### src/rtl/quad_step_encoder_if.sv
// rtl/quad_step_encoder_if.sv - encoder pin inputs and counter strobe outputs
interface quad_step_encoder_if #(
    parameter int WIDTH = 5
);
    logic             A_in;
    logic             B_in;
    logic             Index_in;
    logic             Enable;
    logic             Up;
    logic             Down;
    logic             Load;
    logic [WIDTH-1:0] IN;
    logic             Err;
    logic             Err_Sticky;

    modport master (
        output A_in,
        output B_in,
        output Index_in,
        output Enable,
        input  Up,
        input  Down,
        input  Load,
        input  IN,
        input  Err,
        input  Err_Sticky
    );

    modport slave (
        input  A_in,
        input  B_in,
        input  Index_in,
        input  Enable,
        output Up,
        output Down,
        output Load,
        output IN,
        output Err,
        output Err_Sticky
    );
endinterface

### src/rtl/quad_step_encoder.sv
// rtl/quad_step_encoder.sv - quadrature A/B/Index to up/down counter strobes
module quad_step_encoder #(
    parameter int FILTER_LEN  = 3,
    parameter int WIDTH       = 5,
    parameter int INDEX_VALUE = 0
) (
    input  logic                 clk,
    input  logic                 rst,
    quad_step_encoder_if.slave   bus
);
    localparam int CW = 4;
    localparam int IW = 5;

    typedef enum logic [0:0] {
        INIT,
        RUN
    } state_t;

    state_t state;
    state_t state_next;

    // Bit order in all 3-bit vectors: {A, B, Index}
    logic [2:0]    sync1;
    logic [2:0]    sync2;
    logic [2:0]    filt;
    logic [2:0]    filt_next;
    logic [2:0]    prev;
    logic [CW-1:0] flt_cnt      [3];
    logic [CW-1:0] flt_cnt_next [3];
    logic [IW-1:0] init_cnt;
    logic [IW-1:0] init_cnt_next;

    logic up_q, down_q, load_q, err_q, sticky_q;
    logic up_n, down_n, load_n, err_n;

    logic [1:0] ab_prev;
    logic [1:0] ab_cur;
    logic [1:0] pos_prev;
    logic [1:0] pos_cur;
    logic       step_fwd;
    logic       step_rev;
    logic       step_bad;
    logic       idx_rise;

    // Position along the forward cycle 00 -> 01 -> 11 -> 10
    function automatic logic [1:0] ab_pos(input logic [1:0] ab);
        case (ab)
            2'b00:   ab_pos = 2'd0;
            2'b01:   ab_pos = 2'd1;
            2'b11:   ab_pos = 2'd2;
            default: ab_pos = 2'd3;
        endcase
    endfunction

    always_ff @(posedge clk) begin
        if (rst) begin
            sync1 <= '0;
            sync2 <= '0;
        end else begin
            sync1 <= {bus.A_in, bus.B_in, bus.Index_in};
            sync2 <= sync1;
        end
    end

    always_comb begin
        for (int i = 0; i < 3; i++) begin
            filt_next[i]    = filt[i];
            flt_cnt_next[i] = '0;
            if (state == INIT) begin
                filt_next[i] = sync2[i];
            end else if (sync2[i] != filt[i]) begin
                if (flt_cnt[i] == CW'(FILTER_LEN - 1)) begin
                    filt_next[i] = sync2[i];
                end else begin
                    flt_cnt_next[i] = flt_cnt[i] + CW'(1);
                end
            end
        end
    end

    // In INIT the reference follows the freshly loaded value so RUN starts with no edge
    always_ff @(posedge clk) begin
        if (rst) begin
            filt <= '0;
            prev <= '0;
            for (int i = 0; i < 3; i++) begin
                flt_cnt[i] <= '0;
            end
        end else begin
            filt <= filt_next;
            prev <= (state == INIT) ? filt_next : filt;
            for (int i = 0; i < 3; i++) begin
                flt_cnt[i] <= flt_cnt_next[i];
            end
        end
    end

    assign ab_prev  = prev[2:1];
    assign ab_cur   = filt[2:1];
    assign pos_prev = ab_pos(ab_prev);
    assign pos_cur  = ab_pos(ab_cur);
    assign step_fwd = (pos_cur == pos_prev + 2'd1);
    assign step_rev = (pos_prev == pos_cur + 2'd1);
    assign step_bad = &(ab_prev ^ ab_cur);
    assign idx_rise = filt[0] & ~prev[0];

    always_ff @(posedge clk) begin
        if (rst) begin
            state    <= INIT;
            init_cnt <= '0;
        end else begin
            state    <= state_next;
            init_cnt <= init_cnt_next;
        end
    end

    always_comb begin
        state_next    = state;
        init_cnt_next = init_cnt;
        up_n          = 1'b0;
        down_n        = 1'b0;
        load_n        = 1'b0;
        err_n         = 1'b0;
        case (state)
            INIT: begin
                if (init_cnt == IW'(FILTER_LEN + 1)) begin
                    state_next    = RUN;
                    init_cnt_next = '0;
                end else begin
                    init_cnt_next = init_cnt + IW'(1);
                end
            end
            RUN: begin
                err_n = step_bad;
                // Index wins; a coincident step is dropped rather than queued
                if (bus.Enable) begin
                    load_n = idx_rise;
                    up_n   = step_fwd & ~idx_rise;
                    down_n = step_rev & ~idx_rise;
                end
            end
            default: begin
                state_next    = INIT;
                init_cnt_next = '0;
            end
        endcase
    end

    always_ff @(posedge clk) begin
        if (rst) begin
            up_q     <= 1'b0;
            down_q   <= 1'b0;
            load_q   <= 1'b0;
            err_q    <= 1'b0;
            sticky_q <= 1'b0;
        end else begin
            up_q     <= up_n;
            down_q   <= down_n;
            load_q   <= load_n;
            err_q    <= err_n;
            sticky_q <= sticky_q | err_n;
        end
    end

    assign bus.Up         = up_q;
    assign bus.Down       = down_q;
    assign bus.Load       = load_q;
    assign bus.Err        = err_q;
    assign bus.Err_Sticky = sticky_q;
    assign bus.IN         = load_q ? WIDTH'(INDEX_VALUE) : '0;
endmodule
### src/flat_wrapper.sv
// flat-port wrapper written by rule: the top's interface ports become plain ports
module quad_step_encoder_flat 
#(
    parameter int FILTER_LEN  = 3,
    parameter int WIDTH       = 5,
    parameter int INDEX_VALUE = 0
)
  (clk, rst, bus_A_in, bus_B_in, bus_Index_in, bus_Enable, bus_Up, bus_Down, bus_Load, bus_IN, bus_Err, bus_Err_Sticky);
  quad_step_encoder_if #(.WIDTH(WIDTH)) bus_i ();
  input  logic clk;
  input  logic rst;
  input wire logic [$bits(bus_i.A_in)-1:0] bus_A_in;
  input wire logic [$bits(bus_i.B_in)-1:0] bus_B_in;
  input wire logic [$bits(bus_i.Index_in)-1:0] bus_Index_in;
  input wire logic [$bits(bus_i.Enable)-1:0] bus_Enable;
  output wire logic [$bits(bus_i.Up)-1:0] bus_Up;
  output wire logic [$bits(bus_i.Down)-1:0] bus_Down;
  output wire logic [$bits(bus_i.Load)-1:0] bus_Load;
  output wire logic [$bits(bus_i.IN)-1:0] bus_IN;
  output wire logic [$bits(bus_i.Err)-1:0] bus_Err;
  output wire logic [$bits(bus_i.Err_Sticky)-1:0] bus_Err_Sticky;
  assign bus_i.A_in = bus_A_in;
  assign bus_i.B_in = bus_B_in;
  assign bus_i.Index_in = bus_Index_in;
  assign bus_i.Enable = bus_Enable;
  assign bus_Up = bus_i.Up;
  assign bus_Down = bus_i.Down;
  assign bus_Load = bus_i.Load;
  assign bus_IN = bus_i.IN;
  assign bus_Err = bus_i.Err;
  assign bus_Err_Sticky = bus_i.Err_Sticky;
  quad_step_encoder #(.FILTER_LEN(FILTER_LEN), .WIDTH(WIDTH), .INDEX_VALUE(INDEX_VALUE)) u_core (.clk(clk), .rst(rst), .bus(bus_i));
endmodule
### config.mk
export PLATFORM = sky130hd
export DESIGN_NAME = quad_step_encoder_flat
export DESIGN_NICKNAME = d
export VERILOG_FILES = /design/src/rtl/quad_step_encoder_if.sv /design/src/rtl/quad_step_encoder.sv /design/src/flat_wrapper.sv
export SDC_FILE = /design/constraint.sdc
export NUM_CORES = 1
export LEC_CHECK = 0
export ABC_AREA = 1
export BUFFER_PORTS_ARGS = -buffer_cell sky130_fd_sc_hd__buf_2
export CAP_MARGIN = 20
export CORE_MARGIN = 4
export CORE_UTILIZATION = 58
export DETAILED_ROUTE_END_ITERATION = 10
export PLACE_DENSITY = 0.76
export SYNTH_ARGS = -nofsm -noshare
export SYNTH_HDL_FRONTEND = slang
export SYNTH_SLANG_ARGS = --single-unit
### constraint.sdc
create_clock -name clk -period 1.7 [get_ports clk]
set_input_delay 0.34 -clock clk [delete_from_list [all_inputs] [get_ports clk]]
set_output_delay 0.34 -clock clk [all_outputs]
set_load 0.005 [all_outputs]
==> results of run 1 <==
## cell families after synthesis
kind of cell	count (synthesis)
flops	35
simple gates	93
other cells	1
compound gates	12
xor+xnor	9
buf+inv	40
fa+ha+maj	16
## synthesized netlist by cell type, types with 2 or more instances
cell                      instances
sky130_fd_sc_hd__a21oi_1          7
sky130_fd_sc_hd__buf_4            5
sky130_fd_sc_hd__dfxtp_1         35
sky130_fd_sc_hd__ha_1            16
sky130_fd_sc_hd__inv_1           30
sky130_fd_sc_hd__nand2_1         33
sky130_fd_sc_hd__nand3_1          9
sky130_fd_sc_hd__nand4_1          2
sky130_fd_sc_hd__nand4_4          3
sky130_fd_sc_hd__nor2_1          39
sky130_fd_sc_hd__o21ai_0          3
sky130_fd_sc_hd__xnor2_1          3
sky130_fd_sc_hd__xor2_1           6
## how the worst max path moves through the flow
stage / slack, ns / cells after the start / endpoint
after CTS: 0.32 / 5 / u_core.bus.Down
after floorplan: 0.47 / 5 / u_core.bus.Down
after global routing: 0.18 / 5 / u_core.bus.Down
after global placement: 0.44 / 5 / u_core.bus.Up
final: 0.33 / 5 / u_core.bus.Down
after detailed placement: 0.38 / 5 / u_core.bus.Down
## power by group through the flow
stage | sequential [uW] | combinational, uW | clock (uW)
after global routing | 900 | 199 | 520
after detailed placement | 913 | 170 | 0
final | 893 | 170 | 455
after global placement | 909 | 162 | 0
after floorplan | 897 | 165 | 0
after CTS | 894 | 171 | 479
## final cells by class
type / instances / area, sq um / area share, %
Clock buffer: 6 / 51.3 / 2.85
Tap cell: 31 / 38.8 / 2.15
Sequential cell: 35 / 701 / 38.9
Timing Repair Buffer: 10 / 50.0 / 2.78
Inverter: 32 / 128 / 7.09
Multi-Input combinational cell: 135 / 827 / 45.9
Clock inverter: 1 / 5.00 / 0.278
## layer usage
layer,up-vias,global-route usage [%]
li1,644,-
met4,0,7.96
met1,549,16.1
met2,22,25.6
met5,-,0
met3,7,5.41
## cell usage in the layout, fill, tap and decap left out, drive strengths merged
| master | count |
|---|---|
| nor2 | 42 |
| dfxtp | 35 |
| nand2 | 33 |
| inv | 32 |
| ha | 16 |
| buf | 10 |
| nand3 | 10 |
| a21oi | 7 |
| xor2 | 6 |
| clkbuf | 6 |
| nand4 | 6 |
| conb | 5 |
| o21ai | 4 |
| xnor2 | 3 |
| or2 | 1 |
| nor3 | 1 |
| a211oi | 1 |
| clkinv | 1 |
## per-stage QoR
stage / util, % / total power (uW)
2_1_floorplan: - / 1060
3_3_place_gp: 62.7 / 1070
3_5_place_dp: 62.7 / 1080
4_1_cts: 64.7 / 1540
5_1_grt: 64.7 / 1620
6_report: 64.7 / 1520
## state kept, by name, summed over array words and instances (netlist names), named ones only
register,count
u_core.sync2,3
u_core.sync1,3
u_core.bus.Load,1
u_core.prev,3
u_core.bus.Up,1
u_core.init_cnt,5
u_core.flt_cnt,12
u_core.state,1
u_core.bus.Err_Sticky,1
u_core.bus.Err,1
u_core.bus.Down,1
## worst register-to-register path, delay by kind of cell, from the launching register on
kind,cells,cell delay [ns]
buf+inv,1,0.10
flops,1,0.52
xor+xnor,1,0.16
simple gates,2,0.22
fa+ha+maj,1,0.31
==> results.rst, run 1 <==
.. list-table::
   :header-rows: 1

   * - Metric
     - Value
   * - Dominant synthesized flop cell
     - sky130_fd_sc_hd__dfxtp_1
   * - Inserted Diodes
     - 0
   * - Clock network fraction of total power
     - 29.9%
   * - Internal power
     - ~1100 uW
   * - End of the worst register-to-register path
     - u_core.bus.Down
   * - Routed Antenna Nets
     - 0
   * - Largest delay contributor family on the critical path
     - flip-flops
   * - Core Rows
     - 19
   * - Full die area
     - approximately 0.004 sq mm
   * - Maximum buffer depth of the clock tree
     - 2
   * - Total congestion overflow after global routing
     - 0
   * - Worst Hold End
     - u_core.sync1[2]
   * - Filler cell count
     - 253
   * - Filler-free cell count of the finished design
     - 250
   * - Worst setup margin
     - ~0.33 ns
   * - Gate count after technology mapping
     - 206
   * - Reg2reg path depth
     - 5
   * - TritonCTS clock tree
     - built
   * - Share of total power in combinational logic
     - between 10% and 20%
   * - Switching component of the power
     - roughly 400 uW
   * - Sink Count
     - 35
   * - CP peak stage delay
     - between 0.5 and 0.6 ns
   * - Hold Path Origin
     - bus_A_in
   * - Routed wire length
     - between 2 and 3 mm
   * - Reg-to-reg slack, setup
     - 0.33 ns
   * - Total via count in the routed design
     - about 1200
   * - Class of the tightest hold or removal check
     - primary input to flip-flop
   * - Type of the setup path with the least slack
     - flip-flop to flip-flop
   * - Fraction of layout instances using a drive strength above 1
     - 13.2%
   * - Sequential share of the synthesized area
     - approximately two fifths
   * - Final number of max-transition violations
     - 0
   * - Number of hold violations in the final report
     - 0
   * - Leading post-synthesis cells by cell area
     - sky130_fd_sc_hd__dfxtp_1 41%, sky130_fd_sc_hd__ha_1 12%, sky130_fd_sc_hd__nor2_1 8.5%
   * - Uppermost layer routed
     - met4
   * - Die extent in x
     - approximately 62 microns
   * - Global-route wire length before repair
     - around 4.7 mm
   * - Placed standard-cell area
     - about 0.0017 sq mm
   * - CTS root buffer
     - sky130_fd_sc_hd__clkbuf_4
   * - Post-CTS Hold Buffers
     - 0
   * - Count of unresolved DRC violations after routing
     - 0
   * - Fraction of power spent switching nets
     - approximately 27%
   * - Routed wirelength normalized by instance count
     - roughly 11 microns
   * - Compound-cell area share of the yosys netlist
     - slightly below 4%
   * - Met1 Wirelength
     - ~1.2 mm
   * - Clock period minus worst slack
     - 1.37 ns
   * - Startpoint class of the critical path
     - flip-flop
   * - Number of setup violations in the final report
     - 0
   * - Number of antenna violations at the first check in global routing
     - 0
   * - GRT Util Overall
     - roughly 15%
   * - Nets
     - 241
   * - Leakage component of the power
     - roughly 0.00088 uW
   * - Number of warnings printed during yosys synthesis
     - 0
   * - Capturing element type of the critical path
     - flip-flop
   * - Sequential fraction of design power
     - a little under 60%
   * - Clock Pin Slew Worst Setup and Hold Paths
     - 0.10 ns
   * - Main combinational cell family by area after synthesis
     - simple AND/OR/NAND/NOR gates
   * - Total power density per cell area
     - roughly 840 mW/mm^2
   * - Adder-cell share of the synthesized area
     - a little under an eighth
   * - Cell area after synthesis
     - approximately 0.0017 sq mm
   * - Number of stages on the worst hold path
     - 3
   * - Mux share of post-synthesis cell area
     - 0%
   * - Hpwl dp
     - around 2 mm
   * - Maximum number of pins on one net before global-route repair
     - 14
   * - Number of optimization iterations in the first detailed-route pass
     - 4
   * - Pre-CTS worst setup slack
     - ~0.38 ns
   * - Max IR drop VDD
     - 0.000701 V
   * - Post-Synth Simple-Gate Area
     - 27.0%
   * - Highest attainable clock frequency
     - about 730 MHz
   * - Post-CTS Setup Bufs
     - 0
   * - Fraction of synthesized cell area in xor and xnor cells
     - under 10%
   * - Data arrival at the endpoint of the critical path
     - 1.64 ns
   * - Crit path buffers/inverters
     - 1
   * - Synthesis-stage register bit count
     - 35
   * - Vias in the first global route
     - around 1100
   * - Synthesized area divided by synthesized cell count
     - 8.32 sq um
   * - Maximum fanout encountered on the critical timing path
     - 7
   * - Core area
     - between 0.002 and 0.003 sq mm
   * - Final total negative setup slack
     - 0 ns
   * - WL met3
     - ~110 microns
   * - Port Buffer Count
     - 10
   * - Critical Path Slowest Stage Cell
     - sky130_fd_sc_hd__dfxtp_1
   * - Via/cell ratio
     - between 4 and 5
   * - Setup skew after layout
     - 0.00905 ns
   * - Growth of design area from synthesis to finish
     - 5.04%
   * - Number of distinct standard cells referenced by the synthesized netlist
     - 28
   * - CTS buffer count
     - 5
   * - Initial Util
     - between 60% and 70%
   * - Ys async rst share
     - 0%
   * - Boundary Pins
     - 16
   * - Finished Cell Area
     - about 0.0018 sq mm
   * - Period utilisation layout
     - between 80 and 90%
   * - CTS H-Tree Depth
     - 2
   * - Clock insertion delay at the later pin of the skew report
     - about 0.34 ns
   * - Post-CTS Resized
     - 0
   * - Worst Hold Slack
     - between 0.15 and 0.2 ns
   * - Run status
     - completed
   * - Number of DRC violations after detailed-routing iteration 0
     - 42
   * - CP cell instances
     - inv_1 -> ha_1 -> xor2_1 -> nand3_1 -> nor2_1
   * - Cell taking the most area after synthesis
     - sky130_fd_sc_hd__dfxtp_1
   * - Required time of the critical path
     - about 2.0 ns
   * - Setup repair after global routing missed its margin
     - no
   * - Fraction of synthesized cell area taken by the top area cell type
     - between 40% and 50%
   * - Detailed-routed wire length on met2
     - around 1.3 mm
   * - Last weighted congestion value of the routability-driven placer
     - about 0.80
   * - Number of synthesized flops with an enable pin
     - 0
   * - Cell count after placement
     - between 200 and 250
   * - Chip Height
     - around 62 microns
   * - Max capacitance violation total
     - 0
Power figures use the tool's default switching activity.
==> run 2, diff against run 1 <==
--- a/config.mk
+++ b/config.mk
@@ -5,13 +5,13 @@
 export SDC_FILE = /design/constraint.sdc
 export NUM_CORES = 1
 export LEC_CHECK = 0
-export ABC_AREA = 1
+export ABC_AREA = 0
 export BUFFER_PORTS_ARGS = -buffer_cell sky130_fd_sc_hd__buf_2
 export CAP_MARGIN = 20
 export CORE_MARGIN = 4
-export CORE_UTILIZATION = 58
+export CORE_UTILIZATION = 57
 export DETAILED_ROUTE_END_ITERATION = 10
-export PLACE_DENSITY = 0.76
+export PLACE_DENSITY = 0.75
 export SYNTH_ARGS = -nofsm -noshare
 export SYNTH_HDL_FRONTEND = slang
 export SYNTH_SLANG_ARGS = --single-unit
==> constraint.sdc (replaced) <==
create_clock -name clk -period 1.27 [get_ports clk]
set_input_delay 0.254 -clock clk [delete_from_list [all_inputs] [get_ports clk]]
set_output_delay 0.254 -clock clk [all_outputs]
set_load 0.005 [all_outputs]
==> run 2 against run 1 <==
  * Clock-buffer cell count rose by 2
  * Combinational power rose by 31%
  * Critical path type unchanged
  * Power rose by 36%
==> results.rst, run 2 <==
.. list-table::
   :header-rows: 1

   * - Metric
     - Value
   * - Compound-cell area share of the yosys netlist
     - 7.78% (was 3.87%)
   * - Type of the setup path with the least slack
     - flip-flop to flip-flop (unchanged)
   * - Total via count in the routed design
     - 1117 (was 1222)
   * - Total power density per cell area
     - 1100 mW/mm^2 (was 843 mW/mm^2)
   * - TritonCTS clock tree
     - built (unchanged)
   * - Max IR drop VDD
     - 0.000966 V (was 0.000701 V)
   * - Number of setup violations in the final report
     - 0 (unchanged)
   * - Adder-cell share of the synthesized area
     - 12.7% (was 11.7%)
   * - Biggest registers after layout
     - u_core.flt_cnt: 12 flops, u_core.init_cnt: 5 flops (unchanged)
   * - Combined area of the multi-input logic cells
     - 852 sq um (was 827 sq um)
   * - Filler-free cell count of the finished design
     - 216 (was 250)
   * - Port Buffer Count
     - 10 (unchanged)
   * - Initial Util
     - 61.4% (was 61.6%)
   * - Fraction of layout instances using a drive strength above 1
     - 28.0% (was 13.2%)
   * - Fraction of synthesized cell area taken by the top area cell type
     - 44.4% (was 40.9%)
   * - Synthesis-stage register bit count
     - 35 (unchanged)
   * - Number of hold violations in the final report
     - 0 (unchanged)
   * - Final total negative setup slack
     - 0 ns (unchanged)
   * - Maximum buffer depth of the clock tree
     - 2 (unchanged)
   * - Capturing element type of the critical path
     - flip-flop (unchanged)
   * - Final number of max-transition violations
     - 0 (unchanged)
   * - Via/cell ratio
     - 5.17 (was 4.89)
   * - Mux share of post-synthesis cell area
     - 2.54% (was 0%)
   * - Hpwl dp
     - 1.91 mm (was 2.00 mm)
   * - Number of antenna violations at the first check in global routing
     - 0 (unchanged)
   * - Growth of design area from synthesis to finish
     - 19.0% (was 5.04%)
   * - Leading post-synthesis cells by cell area
     - sky130_fd_sc_hd__dfxtp_1 44%, sky130_fd_sc_hd__ha_1 13%, sky130_fd_sc_hd__nor2_1 5.5% (was sky130_fd_sc_hd__dfxtp_1 41%, sky130_fd_sc_hd__ha_1 12%, sky130_fd_sc_hd__nor2_1 8.5%)
   * - Cell area after synthesis
     - 0.00158 sq mm (was 0.00171 sq mm)
   * - Filler cell count
     - 181 (was 253)
   * - Gate count after technology mapping
     - 158 (was 206)
   * - GRT Util Overall
     - 17.1% (was 15.1%)
   * - Highest attainable clock frequency
     - 806 MHz (was 731 MHz)
   * - Routed wirelength normalized by instance count
     - 12.7 microns (was 10.6 microns)
   * - Cell count after placement
     - 209 (was 243)
   * - Vias in the first global route
     - 1060 (was 1135)
   * - Core area
     - 0.00257 sq mm (was 0.00278 sq mm)
   * - Inserted Diodes
     - 0 (unchanged)
   * - Chip Height
     - 60.6 microns (was 62.4 microns)
   * - Top cell types by occurrence after synthesis
     - 35 x sky130_fd_sc_hd__dfxtp_1, 23 x sky130_fd_sc_hd__nor2_1, 16 x sky130_fd_sc_hd__ha_1 (was 39 x sky130_fd_sc_hd__nor2_1, 35 x sky130_fd_sc_hd__dfxtp_1, 33 x sky130_fd_sc_hd__nand2_1)
   * - CTS buffer count
     - 5 (unchanged)
   * - Count of unresolved DRC violations after routing
     - 0 (unchanged)
   * - Storage element area
     - 711 sq um (was 701 sq um)
   * - Total congestion overflow after global routing
     - 0 (unchanged)
   * - Main combinational cell family by area after synthesis
     - simple AND/OR/NAND/NOR gates (unchanged)
   * - Largest delay contributor family on the critical path
     - simple AND/OR/NAND/NOR gates (was flip-flops)
   * - Number of DRC violations after detailed-routing iteration 0
     - 35 (was 42)
   * - CTS H-Tree Depth
     - 2 (unchanged)
   * - Post-Synth Simple-Gate Area
     - 17.3% (was 27.0%)
   * - Most used cells in the layout excluding fill and tap cells
     - 27 x sky130_fd_sc_hd__dfxtp_1, 23 x sky130_fd_sc_hd__nor2_1, 15 x sky130_fd_sc_hd__buf_4 (was 39 x sky130_fd_sc_hd__nor2_1, 35 x sky130_fd_sc_hd__dfxtp_1, 33 x sky130_fd_sc_hd__nand2_1)
   * - Top reg by flops
     - u_core.flt_cnt (unchanged)
   * - Worst setup path startpoint
     - u_core.init_cnt[0]
   * - Synthesized area divided by synthesized cell count
     - 9.98 sq um (was 8.32 sq um)
   * - Beginning of the worst register-to-register path
     - u_core.init_cnt[0]
   * - Max capacitance violation total
     - 0 (unchanged)
   * - Flip-flop count of the largest register, all copies and words added
     - 12 (unchanged)
   * - Last weighted congestion value of the routability-driven placer
     - 0.855 (was 0.797)
   * - Hold Path Origin
     - bus_B_in (was bus_A_in)
   * - Period utilisation layout
     - 97.7% (was 80.5%)
   * - Startpoint class of the critical path
     - flip-flop (unchanged)
   * - Top-count cell post-synth
     - sky130_fd_sc_hd__dfxtp_1 (was sky130_fd_sc_hd__nor2_1)
   * - Number of optimization iterations in the first detailed-route pass
     - 6 (was 4)
   * - Boundary Pins
     - 16 (unchanged)
   * - Post-CTS Hold Buffers
     - 0 (unchanged)
   * - Data arrival at the endpoint of the critical path
     - 1.51 ns (was 1.64 ns)
   * - Sequential share of the synthesized area
     - 44.4% (was 40.9%)
   * - Cell taking the most area after synthesis
     - sky130_fd_sc_hd__dfxtp_1 (unchanged)
   * - Run status
     - completed (unchanged)
   * - CP cell instances
     - inv_1 -> ha_2 -> nor4bb_4 -> or3_1 -> a21oi_1 (was inv_1 -> ha_1 -> xor2_1 -> nand3_1 -> nor2_1)
   * - Fraction of synthesized cell area in xor and xnor cells
     - 8.33% (was 4.60%)
   * - Die extent in x
     - 60.6 microns (was 62.4 microns)
   * - Leakage component of the power
     - 0.000853 uW (was 0.000882 uW)
   * - Clock period minus worst slack
     - 1.24 ns (was 1.37 ns)
   * - Ys async rst share
     - 0% (unchanged)
   * - Dominant synthesized flop cell
     - sky130_fd_sc_hd__dfxtp_1 (unchanged)
   * - Maximum number of pins on one net before global-route repair
     - 12 (was 14)
   * - CP peak stage delay
     - 0.34 ns (was 0.52 ns)
   * - Maximum fanout encountered on the critical timing path
     - 3 (was 7)
   * - Nets
     - 207 (was 241)
   * - Number of synthesized flops with an enable pin
     - 0 (unchanged)
   * - Number of warnings printed during yosys synthesis
     - 0 (unchanged)
   * - Clock Pin Slew Worst Setup and Hold Paths
     - 0.10 ns (about the same)
   * - Clock insertion delay at the later pin of the skew report
     - 0.33 ns (was 0.34 ns)
   * - Worst Hold Slack
     - 0.130 ns (was 0.197 ns)
   * - Setup skew after layout
     - 0.00325 ns (was 0.00905 ns)
   * - Sink Count
     - 35 (unchanged)
   * - Most common library cell in the layout ignoring fill and taps
     - sky130_fd_sc_hd__dfxtp_1 (was sky130_fd_sc_hd__nor2_1)
   * - Required time of the critical path
     - 1.54 ns (was 1.97 ns)
   * - Critical Path Slowest Stage Cell
     - sky130_fd_sc_hd__dfxtp_2 (was sky130_fd_sc_hd__dfxtp_1)
   * - Crit path buffers/inverters
     - 1 (unchanged)
   * - CTS root buffer
     - sky130_fd_sc_hd__clkbuf_4 (unchanged)
   * - Core Rows
     - 18 (was 19)
   * - Routed Antenna Nets
     - 0 (unchanged)
   * - Full die area
     - 0.00367 sq mm (was 0.00389 sq mm)
   * - Global-route wire length before repair
     - 4.60 mm (was 4.66 mm)
   * - Routed wire length
     - 2.75 mm (was 2.64 mm)
   * - Setup repair after global routing missed its margin
     - yes (was no)
   * - Class of the tightest hold or removal check
     - primary input to flip-flop (unchanged)
   * - Number of distinct standard cells referenced by the synthesized netlist
     - 32 (was 28)
[run 2: final timing paths]
check        slack, ns                  to  cells past startpoint
max               0.03  u_core.init_cnt[0]                      5
min               0.13     u_core.sync1[1]                      2
max reg2reg       0.03  u_core.init_cnt[0]                      5
min reg2reg       0.45     u_core.sync2[0]                      1
[run 2: final cells by class]
type | instances | area share (%)
multi-input combinational | 106 | 45.4
sequential | 35 | 37.9
timing repair buffer | 25 | 8.67
clock buffer | 8 | 3.67
inverter | 12 | 2.40
tap | 30 | 2.00
[run 2: cell families (layout without fill, tap and decap cells)]
kind of cell | count (synthesis) | in the layout
buffers and inverters | 21 | 45
muxes | 4 | 4
AOI/OAI and AO/OA | 14 | 14
other | 1 | 5
DFF | 35 | 35
and+or+nand+nor | 52 | 52
adders and majority gates | 16 | 16
xor gates and xnor gates | 15 | 15
[run 2: repair_timing]
item | in CTS | in global routing
gates cloned | 0 | 0
setup buffers | 0 | 1
setup endpoints to repair | 4 | 15
resized for setup | 7 | 11
pin swaps | 1 | 5
[run 2: metal layers]
metal / up-vias / wire length, microns / track usage [%]
li1: 566 / - / -
met4: 0 / 38 / 8.05
met1: 511 / 1180 / 20.0
met3: 6 / 152 / 5.11
met2: 34 / 1380 / 28.7
met5: - / 0 / 0
[run 2: power breakdown]
group	internal (uW)	leakage [uW]	total, uW	switching [uW]
Combinational	116	0.000527	222	106
Sequential	1130	0.000288	1160	27.7
Clock	326	0.0000386	679	353
Total	1580	0.000853	2060	487
[run 2: worst register-to-register path: cells and delay by family, from the launching register on]
family	cells	cell delay (ns)
AO/OA/AOI/OAI	1	0.12
AND/OR/NAND/NOR	2	0.49
flip-flops	1	0.34
adder cells (fa/ha/maj)	1	0.19
buffers and inverters	1	0.04
[run 2: metrics by stage]
stage	total power (uW)	util (%)	setup WS, ns	cell area (sq um)
final	2060	73.1	0.0293	1880
after global routing	2170	73.1	-0.0413	1880
after CTS	2070	71.2	0.0107	1830
after detailed placement	1380	67.7	-0.0179	1740
after global placement	1370	67.7	0.0734	1740
after floorplan	1320	-	0.0111	1590
==> run 3, diff against run 2 <==
--- a/config.mk
+++ b/config.mk
@@ -11,7 +11,7 @@
 export CORE_MARGIN = 4
 export CORE_UTILIZATION = 57
 export DETAILED_ROUTE_END_ITERATION = 10
-export PLACE_DENSITY = 0.75
+export PLACE_DENSITY = 0.79
 export SYNTH_ARGS = -nofsm -noshare
 export SYNTH_HDL_FRONTEND = slang
 export SYNTH_SLANG_ARGS = --single-unit
==> run 3 against run 2 <==
  * Sequential power hardly changed
  * Core utilization is 0.29 points higher
  * Largest power group unchanged
  * Clock skew is 0.0020 ns higher
  * Critical path depth stayed put
  * Routed wire length is 3.4% lower
==> results.rst, run 3 (synthesis gave the netlist of run 2 again) <==
.. list-table::
   :header-rows: 1

   * - Metric
     - Value
   * - Sink Count
     - 35 (unchanged)
   * - Top reg by flops
     - u_core.flt_cnt (unchanged)
   * - Number of optimization iterations in the first detailed-route pass
     - 4 (was 6)
   * - Maximum number of pins on one net before global-route repair
     - 13 (was 12)
   * - Fraction of layout instances using a drive strength above 1
     - 28.8% (was 28.0%)
   * - Routed wirelength normalized by instance count
     - 12.4 microns (was 12.7 microns)
   * - End of the worst register-to-register path
     - u_core.init_cnt[0] (unchanged)
   * - Initial Util
     - 61.4% (unchanged)
   * - Clock network fraction of total power
     - 37.3% (was 32.9%)
   * - Global-route wire length before repair
     - 4.82 mm (was 4.60 mm)
   * - Type of the setup path with the least slack
     - flip-flop to flip-flop (unchanged)
   * - Total congestion overflow after global routing
     - 0 (unchanged)
   * - Leakage component of the power
     - 0.000858 uW (was 0.000853 uW)
   * - Growth of design area from synthesis to finish
     - 19.5% (was 19.0%)
   * - GRT Util Overall
     - 17.3% (was 17.1%)
   * - Port Buffer Count
     - 10 (unchanged)
   * - Maximum fanout encountered on the critical timing path
     - 3 (unchanged)
   * - Core area
     - 0.00257 sq mm (unchanged)
   * - Post-CTS Hold Buffers
     - 0 (unchanged)
   * - Max capacitance violation total
     - 0 (unchanged)
   * - Nets
     - 205 (was 207)
   * - Clock insertion delay at the later pin of the skew report
     - 0.33 ns (about the same)
   * - Number of antenna violations at the first check in global routing
     - 0 (unchanged)
   * - Setup repair after global routing missed its margin
     - yes (unchanged)
   * - Last weighted congestion value of the routability-driven placer
     - 0.777 (was 0.855)
   * - Flip-flop count of the largest register, all copies and words added
     - 12 (unchanged)
   * - Startpoint class of the critical path
     - flip-flop (unchanged)
   * - Switching component of the power
     - 510 uW (was 487 uW)
   * - Filler-free cell count of the finished design
     - 214 (was 216)
   * - Hpwl dp
     - 1.99 mm (was 1.91 mm)
   * - Post-CTS Setup Bufs
     - 0 (unchanged)
   * - Data arrival at the endpoint of the critical path
     - 1.52 ns (was 1.51 ns)
   * - Internal power
     - 1720 uW (was 1580 uW)
   * - Highest attainable clock frequency
     - 801 MHz (was 806 MHz)
   * - Die extent in x
     - 60.6 microns (unchanged)
   * - Class of the tightest hold or removal check
     - primary input to flip-flop (unchanged)
   * - Share of total power in combinational logic
     - 10.8% (was 10.7%)
   * - Finished Cell Area
     - 0.00188 sq mm (about the same)
   * - Placed standard-cell area
     - 0.00174 sq mm (about the same)
   * - Full die area
     - 0.00367 sq mm (unchanged)
   * - TritonCTS clock tree
     - built (unchanged)
   * - CTS buffer count
     - 5 (unchanged)
   * - Reg-to-reg slack, setup
     - 0.02 ns (was 0.03 ns)
   * - Setup skew after layout
     - 0.00520 ns (was 0.00325 ns)
   * - Reg2reg path depth
     - 5 (unchanged)
   * - Beginning of the worst register-to-register path
     - u_core.init_cnt[0] (unchanged)
   * - Number of DRC violations after detailed-routing iteration 0
     - 32 (was 35)
   * - Clock Pin Slew Worst Setup and Hold Paths
     - 0.10 ns (about the same)
   * - Cell count after placement
     - 207 (was 209)
   * - Most common library cell in the layout ignoring fill and taps
     - sky130_fd_sc_hd__dfxtp_1 (unchanged)
   * - Max IR drop VDD
     - 0.00115 V (was 0.000966 V)
   * - CTS H-Tree Depth
     - 2 (unchanged)
   * - Inserted Diodes
     - 0 (unchanged)
   * - Sequential fraction of design power
     - 52.0% (was 56.4%)
   * - Routed wire length
     - 2.66 mm (was 2.75 mm)
   * - Hold Path Origin
     - bus_Index_in (was bus_B_in)
   * - CTS root buffer
     - sky130_fd_sc_hd__clkbuf_4 (unchanged)
   * - Via/cell ratio
     - 5.25 (was 5.17)
   * - Required time of the critical path
     - 1.55 ns (was 1.54 ns)
   * - Total via count in the routed design
     - 1123 (was 1117)
   * - Final number of max-transition violations
     - 0 (unchanged)
   * - Fraction of power spent switching nets
     - 22.8% (was 23.6%)
   * - Number of setup violations in the final report
     - 0 (unchanged)
   * - Number of stages on the worst hold path
     - 2 (unchanged)
   * - Biggest registers after layout
     - u_core.flt_cnt: 12 flops, u_core.init_cnt: 5 flops (unchanged)
   * - Filler cell count
     - 173 (was 181)
   * - Boundary Pins
     - 16 (unchanged)
   * - Termination of the worst setup path
     - u_core.init_cnt[0] (unchanged)
   * - Count of unresolved DRC violations after routing
     - 0 (unchanged)
   * - Run status
     - completed (unchanged)
   * - Total power density per cell area
     - 1190 mW/mm^2 (was 1100 mW/mm^2)
   * - Most used cells in the layout excluding fill and tap cells
     - 27 x sky130_fd_sc_hd__dfxtp_1, 23 x sky130_fd_sc_hd__nor2_1, 15 x sky130_fd_sc_hd__ha_1 (was 27 x sky130_fd_sc_hd__dfxtp_1, 23 x sky130_fd_sc_hd__nor2_1, 15 x sky130_fd_sc_hd__buf_4)
   * - Period utilisation layout
     - 98.3% (was 97.7%)
   * - Number of hold violations in the final report
     - 0 (unchanged)
   * - Routed Antenna Nets
     - 0 (unchanged)
   * - Maximum buffer depth of the clock tree
     - 2 (unchanged)
   * - Vias in the first global route
     - 1192 (was 1060)
   * - Worst setup path startpoint
     - u_core.init_cnt[0] (unchanged)
   * - Capturing element type of the critical path
     - flip-flop (unchanged)
   * - Clock period minus worst slack
     - 1.25 ns (was 1.24 ns)
   * - Chip Height
     - 60.6 microns (unchanged)
   * - Core Rows
     - 18 (unchanged)
==> run 3: cell count changes in the layout (fill, tap and decap cells not counted), sizes merged <==
cell,change
bufinv,+1
clkinv,+1
clkbuf,-2
buf,-2
==> run 3: layout make-up <==
class	instances	area, sq um	area share, %
clock buffer	6	51.3	2.72
clock inverter	2	35.0	1.86
inverter	12	45.0	2.39
multi-input combinational	106	845	44.8
sequential	35	711	37.7
tap	30	37.5	1.99
timing repair buffer	23	160	8.50
==> run 3: routing by layer <==
metal,routed length [microns],vias to the layer above,track usage [%]
met2,1250,29,29.0
met1,1180,525,19.6
met3,141,10,5.53
li1,-,559,-
met5,0,-,0
met4,88,0,9.29
==> run 3: worst min-delay path by stage <==
stage / end / slack (ns)
CTS: u_core.sync1[0] / 0.12
floorplan: u_core.bus.Load / 0.37
global route: u_core.sync1[0] / 0.13
finish: u_core.sync1[0] / 0.12
detailed placement: u_core.bus.Load / 0.42
global placement: u_core.bus.Load / 0.41
==> run 3: per-stage QoR <==
step,setup WS (ns),hold slack (ns),util (%),power [uW],TNS (ns)
3_3_place_gp,0.0692,0.408,67.6,1370,0
5_1_grt,-0.0176,0.134,73.4,2330,-0.0176
2_1_floorplan,0.0111,0.372,-,1320,0
4_1_cts,0.00300,0.116,71.5,2210,0
3_5_place_dp,-0.00356,0.421,67.6,1390,-0.00356
6_report,0.0217,0.120,73.4,2230,0
==> run 3: power by group through the flow <==
stage / Clock (uW) / Combinational, uW / Sequential (uW)
floorplan: 0 / 139 / 1180
global placement: 0 / 197 / 1180
detailed placement: 0 / 208 / 1180
CTS: 843 / 212 / 1160
global route: 891 / 269 / 1160
finish: 832 / 240 / 1160
==> run 3: repair_timing <==
action | 4_1_cts | 5_1_grt
setup endpoints to repair | 5 | 7
resized for setup | 6 | 14
pin swaps | 1 | 10
==> run 3: critical path: stages (launching register included) <==
cell and delay [ns]:
sky130_fd_sc_hd__dfxtp_2 0.35, sky130_fd_sc_hd__inv_2 0.04, sky130_fd_sc_hd__ha_4 0.15, sky130_fd_sc_hd__nor4bb_4 0.15, sky130_fd_sc_hd__or3_1 0.37, sky130_fd_sc_hd__a21oi_2 0.12
